File: config.mk
export PLATFORM = sky130hd
export DESIGN_NAME = addr_bus_unit
export DESIGN_NICKNAME = d
export VERILOG_FILES = /design/src/rtl/cpu_pkg.sv /design/src/rtl/pc_reg.sv /design/src/rtl/addr_bus_unit.sv
export SDC_FILE = /design/constraint.sdc
export NUM_CORES = 1
export LEC_CHECK = 0
export CAP_MARGIN = 30
export CORE_MARGIN = 4
export CORE_UTILIZATION = 52
export DETAILED_ROUTE_END_ITERATION = 12
export PLACE_DENSITY_LB_ADDON = 0.2
export SYNTH_ARGS = -nofsm -noshare
export SYNTH_HDL_FRONTEND = slang
export SYNTH_HIERARCHICAL = 1
export SYNTH_SLANG_ARGS = --single-unit
File: constraint.sdc
create_clock -name clk -period 7.8 [get_ports clk]
set_input_delay 1.95 -clock clk [delete_from_list [all_inputs] [get_ports clk]]
set_output_delay 1.95 -clock clk [all_outputs]
set_load 0.1 [all_outputs]
File: src/rtl/cpu_pkg.sv
// Shared encodings for the 65C02 address datapath.
// Holds the ADL base/addend select codes, ADH op codes and fixed page constants.
package cpu_pkg;

    localparam int unsigned BYTE_W    = 8;
    localparam int unsigned ABL_SEL_W = 2;
    localparam int unsigned ABH_OP_W  = 3;

    // ADL base select, abl_op[1:0]
    localparam logic [ABL_SEL_W-1:0] ABL_BASE_ABL = 2'b00;
    localparam logic [ABL_SEL_W-1:0] ABL_BASE_PCL = 2'b01;
    localparam logic [ABL_SEL_W-1:0] ABL_BASE_DB  = 2'b10;
    localparam logic [ABL_SEL_W-1:0] ABL_BASE_AHL = 2'b11;

    // ADL addend select, abl_op[3:2]
    localparam logic [ABL_SEL_W-1:0] ABL_ADD_ZERO     = 2'b00;
    localparam logic [ABL_SEL_W-1:0] ABL_ADD_REG      = 2'b01;
    localparam logic [ABL_SEL_W-1:0] ABL_ADD_REG_ONLY = 2'b10;
    localparam logic [ABL_SEL_W-1:0] ABL_ADD_DEC      = 2'b11;

    // ADH operation, abh_op
    localparam logic [ABH_OP_W-1:0] ABH_OP_ABH    = 3'b000;
    localparam logic [ABH_OP_W-1:0] ABH_OP_ABH_C  = 3'b001;
    localparam logic [ABH_OP_W-1:0] ABH_OP_PCH    = 3'b010;
    localparam logic [ABH_OP_W-1:0] ABH_OP_PCH_C  = 3'b011;
    localparam logic [ABH_OP_W-1:0] ABH_OP_DB     = 3'b100;
    localparam logic [ABH_OP_W-1:0] ABH_OP_DB_C   = 3'b101;
    localparam logic [ABH_OP_W-1:0] ABH_OP_ZERO   = 3'b110;
    localparam logic [ABH_OP_W-1:0] ABH_OP_STACK  = 3'b111;

    localparam logic [BYTE_W-1:0] VEC_PAGE   = 8'hFF;
    localparam logic [BYTE_W-1:0] STACK_PAGE = 8'h01;

endpackage

File: src/rtl/pc_reg.sv
// Program counter PCH:PCL with increment carry chain.
// Ports: i_ld_pc/i_inc_pc select load/increment, i_ad_lo/i_ad_hi current address,
//        o_pcl/o_pch registered PC, o_pcl_co_c combinational PCL increment carry.
module pc_reg
    import cpu_pkg::*;
(
    input  logic              clk,
    input  logic              reset_n,
    input  logic              i_ld_pc,
    input  logic              i_inc_pc,
    input  logic [BYTE_W-1:0] i_ad_lo,
    input  logic [BYTE_W-1:0] i_ad_hi,
    output logic [BYTE_W-1:0] o_pcl,
    output logic [BYTE_W-1:0] o_pch,
    output logic              o_pcl_co_c
);

    logic [BYTE_W-1:0] r_pcl;
    logic [BYTE_W-1:0] r_pch;
    logic [BYTE_W-1:0] w_src_lo;
    logic [BYTE_W-1:0] w_src_hi;

    assign w_src_lo   = i_ld_pc ? i_ad_lo : r_pcl;
    assign w_src_hi   = i_ld_pc ? i_ad_hi : r_pch;
    assign o_pcl_co_c = i_inc_pc & (w_src_lo == 8'hFF);

    // Low byte increments; its carry ripples into the high byte.
    always_ff @(posedge clk or negedge reset_n) begin
        if (!reset_n) begin
            r_pcl <= '0;
            r_pch <= '0;
        end else begin
            r_pcl <= w_src_lo + BYTE_W'(i_inc_pc);
            r_pch <= w_src_hi + BYTE_W'(o_pcl_co_c);
        end
    end

    assign o_pcl = r_pcl;
    assign o_pch = r_pch;

endmodule

File: src/rtl/addr_bus_unit.sv
// 16-bit address generator for the 65C02 microcoded core.
// Builds the combinational address {ADH, ADL} from PC, DB, a register-file byte
// and the held address ABH:ABL; owns PC, ABH:ABL and the AHL latch.
// Ports: abl_op/abl_ci/abh_op/abh_ff select the address; ld_ahl, ld_pc, inc_pc
//        update state; DB/REG data inputs; ADL/ADH/abl_co/pcl_co combinational;
//        PCL/PCH registered.
// Build option: ABL_DEC_EN makes addend code 11 add 8'hFF (decrement).
module addr_bus_unit
    import cpu_pkg::*;
(
    input  logic                 clk,
    input  logic                 reset_n,
    input  logic [3:0]           abl_op,
    input  logic                 abl_ci,
    input  logic [ABH_OP_W-1:0]  abh_op,
    input  logic                 abh_ff,
    input  logic                 ld_ahl,
    input  logic                 ld_pc,
    input  logic                 inc_pc,
    input  logic [BYTE_W-1:0]    DB,
    input  logic [BYTE_W-1:0]    REG,
    output logic [BYTE_W-1:0]    ADL,
    output logic [BYTE_W-1:0]    ADH,
    output logic                 abl_co,
    output logic [BYTE_W-1:0]    PCL,
    output logic [BYTE_W-1:0]    PCH,
    output logic                 pcl_co
);

    logic [BYTE_W-1:0] r_abl;
    logic [BYTE_W-1:0] r_abh;
    logic [BYTE_W-1:0] r_ahl;
    logic [BYTE_W-1:0] w_base;
    logic [BYTE_W-1:0] w_addend;
    logic [BYTE_W:0]   w_sum;
    logic [BYTE_W-1:0] w_adh;

    // ADL base and addend selection
    always_comb begin
        w_base   = '0;
        w_addend = '0;
        case (abl_op[1:0])
            ABL_BASE_ABL: w_base = r_abl;
            ABL_BASE_PCL: w_base = PCL;
            ABL_BASE_DB:  w_base = DB;
            ABL_BASE_AHL: w_base = r_ahl;
            default:      w_base = '0;
        endcase
        case (abl_op[3:2])
            ABL_ADD_ZERO:     w_addend = '0;
            ABL_ADD_REG:      w_addend = REG;
            ABL_ADD_REG_ONLY: begin
                w_base   = '0;
                w_addend = REG;
            end
            ABL_ADD_DEC: begin
`ifdef ABL_DEC_EN
                w_addend = 8'hFF;
`else
                w_addend = '0;
`endif
            end
            default:          w_addend = '0;
        endcase
    end

    assign w_sum  = (BYTE_W+1)'(w_base) + (BYTE_W+1)'(w_addend) + (BYTE_W+1)'(abl_ci);
    assign ADL    = w_sum[BYTE_W-1:0];
    assign abl_co = w_sum[BYTE_W];

    // ADH selection; carry-in forms wrap modulo 256
    always_comb begin
        w_adh = '0;
        case (abh_op)
            ABH_OP_ABH:   w_adh = r_abh;
            ABH_OP_ABH_C: w_adh = r_abh + BYTE_W'(abl_co);
            ABH_OP_PCH:   w_adh = PCH;
            ABH_OP_PCH_C: w_adh = PCH + BYTE_W'(abl_co);
            ABH_OP_DB:    w_adh = DB;
            ABH_OP_DB_C:  w_adh = DB + BYTE_W'(abl_co);
            ABH_OP_ZERO:  w_adh = '0;
            ABH_OP_STACK: w_adh = STACK_PAGE;
            default:      w_adh = '0;
        endcase
    end

    assign ADH = abh_ff ? VEC_PAGE : w_adh;

    // Held address tracks the bus every cycle; AHL latches DB on demand
    always_ff @(posedge clk or negedge reset_n) begin
        if (!reset_n) begin
            r_abl <= '0;
            r_abh <= '0;
            r_ahl <= '0;
        end else begin
            r_abl <= ADL;
            r_abh <= ADH;
            if (ld_ahl) begin
                r_ahl <= DB;
            end
        end
    end

    pc_reg u_pc_reg (
        .clk        (clk),
        .reset_n    (reset_n),
        .i_ld_pc    (ld_pc),
        .i_inc_pc   (inc_pc),
        .i_ad_lo    (ADL),
        .i_ad_hi    (ADH),
        .o_pcl      (PCL),
        .o_pch      (PCH),
        .o_pcl_co_c (pcl_co)
    );

endmodule

=== After elaboration in Yosys (flattened, before gate mapping) ===
Cells that the tools add are included.
W data, S select, Z words.

* Reductions and logical operators: 5
* Mux-type cells: 7
* Equality and inequality tests: 14
* Bitwise gates (word level): 1
* Add/sub/neg operators: 7

{| class="wikitable"
|+ Operator list
! operator !! count
|-
| $pmux W8 S8 || 1
|-
| $add A8 B1 Y8 || 5
|-
| $mux W8 || 4
|-
| $pmux W8 S4 || 1
|-
| $pmux W8 S2 || 1
|-
| $eq A3 B3 Y1 const B || 4
|-
| $add A8 B8 Y9 || 1
|-
| $add A9 B1 Y9 || 1
|-
| $eq A2 B2 Y1 const B || 4
|-
| $eq A8 B8 Y1 const B || 1
|-
| $eq A3 B2 Y1 const B || 2
|-
| $eq A2 B1 Y1 const B || 2
|-
| $logic_not A2 Y1 || 2
|-
| $reduce_or A2 Y1 || 2
|-
| $eq A3 B1 Y1 const B || 1
|-
| $logic_not A3 Y1 || 1
|-
| $and A1 B1 Y1 || 1
|}

* Output and inout bits: 34
* Input port bits: 30
* Register bits: 40

=== Longest topological paths before layout ===
* Depth in word-level cells: 10
* Mapped depth: 23
* Gate-level depth less buffers: 23

=== By module ===
Netlist, hierarchy kept.

{| class="wikitable"
|+ Modules (own cells, without submodules)
! module !! times used !! cells an instance !! area an instance (um2)
|-
| addr_bus_unit || 1 || 211 || 1,991.9
|-
| pc_reg || 1 || 90 || 998.5
|}

=== Worst setup path before layout ===
No wires, ideal clock.

* Kind: input to output
* From: input port abl_op[0]
* To: output port ADH[4]
* Required time: 5.850 ns
* Path buffers: 1
* Slack: -3.264 ns
* Cell stages on the path: 18
* Arrival: 9.114 ns
* Cells stage by stage: buf_2 mux4_2 nand2b_1 fa_1 inv_1 fa_1 nand2_1 nand2_1 a21oi_1 o21bai_1 a21oi_1 o21ai_0 ha_1 ha_1 a21boi_1 and2_1 xnor2_1 o21ai_0

* Word-level cells in the longest chain between the ends: 8
* Elaborated cells between the ends (all ways): 13
* Classes of those cells: add/sub (5); eq/ne (3); mux (4); reduce/logical (1)

{| class="wikitable"
|+ Ends and longest elaborated chain
! item !! RTL line !! RTL
|-
| from (decl) || addr_bus_unit.sv:13 || <nowiki>input logic [3:0] abl_op,</nowiki>
|-
| $eq A2 B2 Y1 (tied with other cells) || addr_bus_unit.sv:42 || <nowiki>case (abl_op[1:0])</nowiki>
|-
| $pmux W8 S4 (*) || addr_bus_unit.sv:42 ||
|-
| $mux W8 (*) || addr_bus_unit.sv:49 || <nowiki>case (abl_op[3:2])</nowiki>
|-
| $add A8 B8 Y9 (*) || addr_bus_unit.sv:67 || <nowiki>assign w_sum = (BYTE_W+1)'(w_base) + (BYTE_W+1)'(w_addend) + (BYTE_W+1)'(abl_ci);</nowiki>
|-
| $add A9 B1 Y9 (*) || addr_bus_unit.sv:67 ||
|-
| named net abl_co || addr_bus_unit.sv:24 || <nowiki>output logic abl_co,</nowiki>
|-
| $add A8 B1 Y8 (on tied branches) || addr_bus_unit.sv:80, addr_bus_unit.sv:76, addr_bus_unit.sv:78 ||
|-
| $pmux W8 S8 (*) || addr_bus_unit.sv:74 || <nowiki>case (abh_op)</nowiki>
|-
| $mux W8 (*) || addr_bus_unit.sv:87 || <nowiki>assign ADH = abh_ff ? VEC_PAGE : w_adh;</nowiki>
|-
| to (decl) || addr_bus_unit.sv:23 || <nowiki>output logic [BYTE_W-1:0] ADH,</nowiki>
|}

The timed path passes the listed nets; every way through them passes the cells marked *.

=== Worst setup path after layout ===
* From: input port abl_op[2]
* To: output port ADH[7]

* Word-level cells in the longest chain between the ends: 8
* Elaborated cells between the ends (all ways): 15
* Classes of those cells: add/sub (5); eq/ne (3); mux (4); reduce/logical (3)

{| class="wikitable"
|+ Ends and longest elaborated chain
! item !! RTL line
|-
| $eq A2 B2 Y1 (tied with other cells) || addr_bus_unit.sv:49
|-
| $reduce_or A2 Y1 (no source line) || -
|-
| $pmux W8 S2 || addr_bus_unit.sv:49
|-
| $add A8 B8 Y9 (*) || addr_bus_unit.sv:67
|-
| $add A9 B1 Y9 (*) || addr_bus_unit.sv:67
|-
| $add A8 B1 Y8 (on tied branches) || addr_bus_unit.sv:80, addr_bus_unit.sv:76, addr_bus_unit.sv:78
|-
| $pmux W8 S8 (*) || addr_bus_unit.sv:74
|-
| $mux W8 (*) || addr_bus_unit.sv:87
|}

Every way passes the cells marked *; elsewhere a longest branch is shown, timed or not.

==> flow_summary_export.csv <==
group,metric,value,unit
global_route,grtUsageTotal,24.4,%
global_route,grt_pass1_wl,13900,um
global_route,grt_max_degree,41,
route,firstDrtPassIters,4,
synth,netlist_top_cells_area,"dfrtp_1, mux4_2, ha_1, mux2_2, mux2i_1",
placement,io_buffers,63,
route,drt_iter0_drc,138,
sta,maxSlewHeadroom,34.8,%
clocking,h-tree-depth,2,
layout,post-route-util,74.1,%
clocking,cts_inserted_buffers,5,
global_route,grt_pass1_vias,2780,
placement,dp_hpwl,6410,um
clocking,clock_path_buffers,2,
floorplanning,io_pins,64,
job,maxCapViolCount,0,
floorplanning,die_y,83.8,um
sta,finalCritPeriodShare,97.6,%
synth,postSynthCellCount,301,
synth,synth_area,2990,um^2
critical_path,end_kind,"primary output",
synth,ys_warn_count,6,
route,drc_errors,0,
critical_path,reg2reg_depth,21,
critical_path,crit_path_start_kind,"primary input",
synth,synth_largest_area_cell,"dfrtp_1",
layout,drive_above_1_share,27.9,%
clocking,clkTransAtPathRegs,0.07,ns
sta,min_period,7.61,ns
power_and_ir_drop,ir_drop,282,uV
synth,yosysMostFrequentCell,"dfrtp_1",
route,wl,8080,um
global_route,antenna_found_initial,0,
clocking,ctsHoldBuffers,0,
floorplanning,start_util,54.0,%
floorplanning,dieArea,7030,um^2
clocking,cts_root_buffer,"clkbuf_8",
layout,area_growth,37.3,%
synth,synth_fp_nets,347,
critical_path,crit_required,5.85,ns
synth,ys_async_sr_fraction,100,%
critical_path,crit_fanout,8,
layout,n_antenna_cell,0,
route,antenna_left,0,
hold_path,worstHoldPathType,"flop to flop",
sta,setup_viol,0,
layout,nNetsFinal,422,
clocking,cts_tree,"yes",
sta,worst_slew_pin_slew,0.974,ns
route,via_per_inst,5.75,
critical_path,worstReg2RegStart,"u_pc_reg/o_pcl[0]",
synth,syn_area_per_cell,9.93,um^2
clocking,clock_latency,0.29,ns
floorplanning,coreArea,5540,um^2
global_route,grt-ovfl-total,0,
critical_path,criticalPathCategory,"primary input to primary output",
synth,synth_common_cells,"dfrtp_1, nor2_1, a21oi_1",
floorplanning,row_count,27,
route,wl_per_cell,18.0,um
power_and_ir_drop,powerDensity,336,nW/um^2
sta,fin_skew,0.00936,ns
run_status,status,"completed",
sta,rsz0062_at_grt,"false",
clocking,cts.sinks,40,
synth,ys_seq_area_share,33.5,%
synth,yosysUniqueCellTypes,55,
sta,tns,0,ns
placement,place_congestion,0.880,
sta,max_freq,131,MHz
floorplanning,die_w,83.8,um
route,vias,2583,
sta,finalMaxSlewViolations,0,
hold_path,hp-start,"r_ahl[3]",
sta,hold_viol_final,0,
hold_path,hold_depth,1,
synth,synth_edf_count,0,
power_and_ir_drop,p_leak,0.00174,uW
synth,synth_top_area_share,33.5,%
critical_path,critPathArrivalTime,5.66,ns
hold_path,min_to,"r_ahl[3]",
synth,synth-seq-cells,40,
critical_path,reg2reg_to,"u_pc_reg/o_pch[4]",
synth,synth_ff_type,"dfrtp_1",
critical_path,reg2reg_slack,3.49,ns
kinds of logic (layout without fill, tap and decap cells):
logic type,count (synthesis),after routing,share of synthesized area (%)
simple gates,101,101,18.4
buf+inv,22,98,4.43
fa+ha+maj,16,16,7.20
flops,40,40,33.5
mux,35,35,15.6
compound gates,63,63,13.8
xor+xnor,24,24,7.03
worst max path at each step:
stage          cells after the start  startpoint  endpoint
2_1_floorplan                     18   abl_op[0]    ADH[7]
3_3_place_gp                      19   abl_op[0]    ADH[4]
3_5_place_dp                      15   abl_op[0]    pcl_co
4_1_cts                           20   abl_op[2]    ADH[7]
5_1_grt                           20   abl_op[2]    ADH[7]
6_report                          20   abl_op[2]    ADH[7]
per-layer routing:
layer	vias up	GRT usage (%)	wire (um)	part of all wire [%]
met2	87	41.8	4120	51
met5	-	0	0	0
met3	14	5.23	497	6.2
li1	1224	-	-	-
met4	0	9.50	192	2.4
met1	1258	29.9	3270	41
state kept, by name, summed over array words and instances (netlist names):
name / cells
r_abh: 8
r_abl: 8
u_pc_reg/o_pch: 8
r_ahl: 8
u_pc_reg/o_pcl: 8
per-stage QoR:
stage	std cells	power (uW)	setup slack, ns	hold slack (ns)	area (um^2)
2_1_floorplan	301	987	0.0322	0.475	3160
3_3_place_gp	438	1230	0.195	0.486	3980
3_5_place_dp	438	1240	0.109	0.500	3980
4_1_cts	446	1380	0.0884	0.518	4070
5_1_grt	449	1440	0.0176	0.529	4110
6_report	449	1380	0.191	0.512	4110
critical path, stage by stage:
cell	delay [ns]
clkdlybuf4s50_1	0.46
inv_1	0.06
ha_4	0.27
nand2b_1	0.19
fa_2	0.38
inv_2	0.07
fa_2	0.20
nand2_1	0.05
nand2_1	0.07
a21oi_2	0.06
o21bai_1	0.17
a21oi_2	0.10
o21ai_4	0.16
ha_2	0.23
o211ai_1	0.10
a211oi_2	0.35
nand4_1	0.20
xnor2_2	0.19
o21ai_4	0.18
buf_12	0.20
placed cells by master (no fill, tap or decap), drive strengths merged, types with 2 or more instances in the layout:
cell type	instances
clkinv	3
nand2	16
nand2b	5
nor3b	2
ha	14
a211oi	2
or2	2
xor2	10
mux4	8
inv	9
clkdlybuf4s50	43
a2bb2oi	2
nand4	2
and3b	7
a21boi	3
clkbuf	5
mux2	14
buf	37
nand3	10
o211ai	2
mux2i	13
nand3b	2
a21oi	20
a22oi	2
and2b	3
dfrtp	40
nor2b	16
and3	2
nor2	28
nor3	2
o21ai	20
o22ai	5
xnor2	14
fa	2
where the power goes:
group	total, uW	switching [uW]	internal [uW]
clock	137	74.2	62.4
sequential	313	49.0	264
combinational	929	634	295
total	1380	758	621
cell type report:
cell class | count | area [um^2]
Sequential cell | 40 | 1000
Fill cell | 414 | 1430
Clock inverter | 3 | 18.8
Timing Repair Buffer | 81 | 868
Tap cell | 72 | 90.1
Clock buffer | 5 | 68.8
Inverter | 9 | 33.8
Multi-Input combinational cell | 239 | 2030
timing repair:
action	4_1_cts	5_1_grt
setup buffers	0	3
setup endpoints to repair	0	7
resized for setup	0	3
No activity file was read; power rests on OpenSTA's default activity.
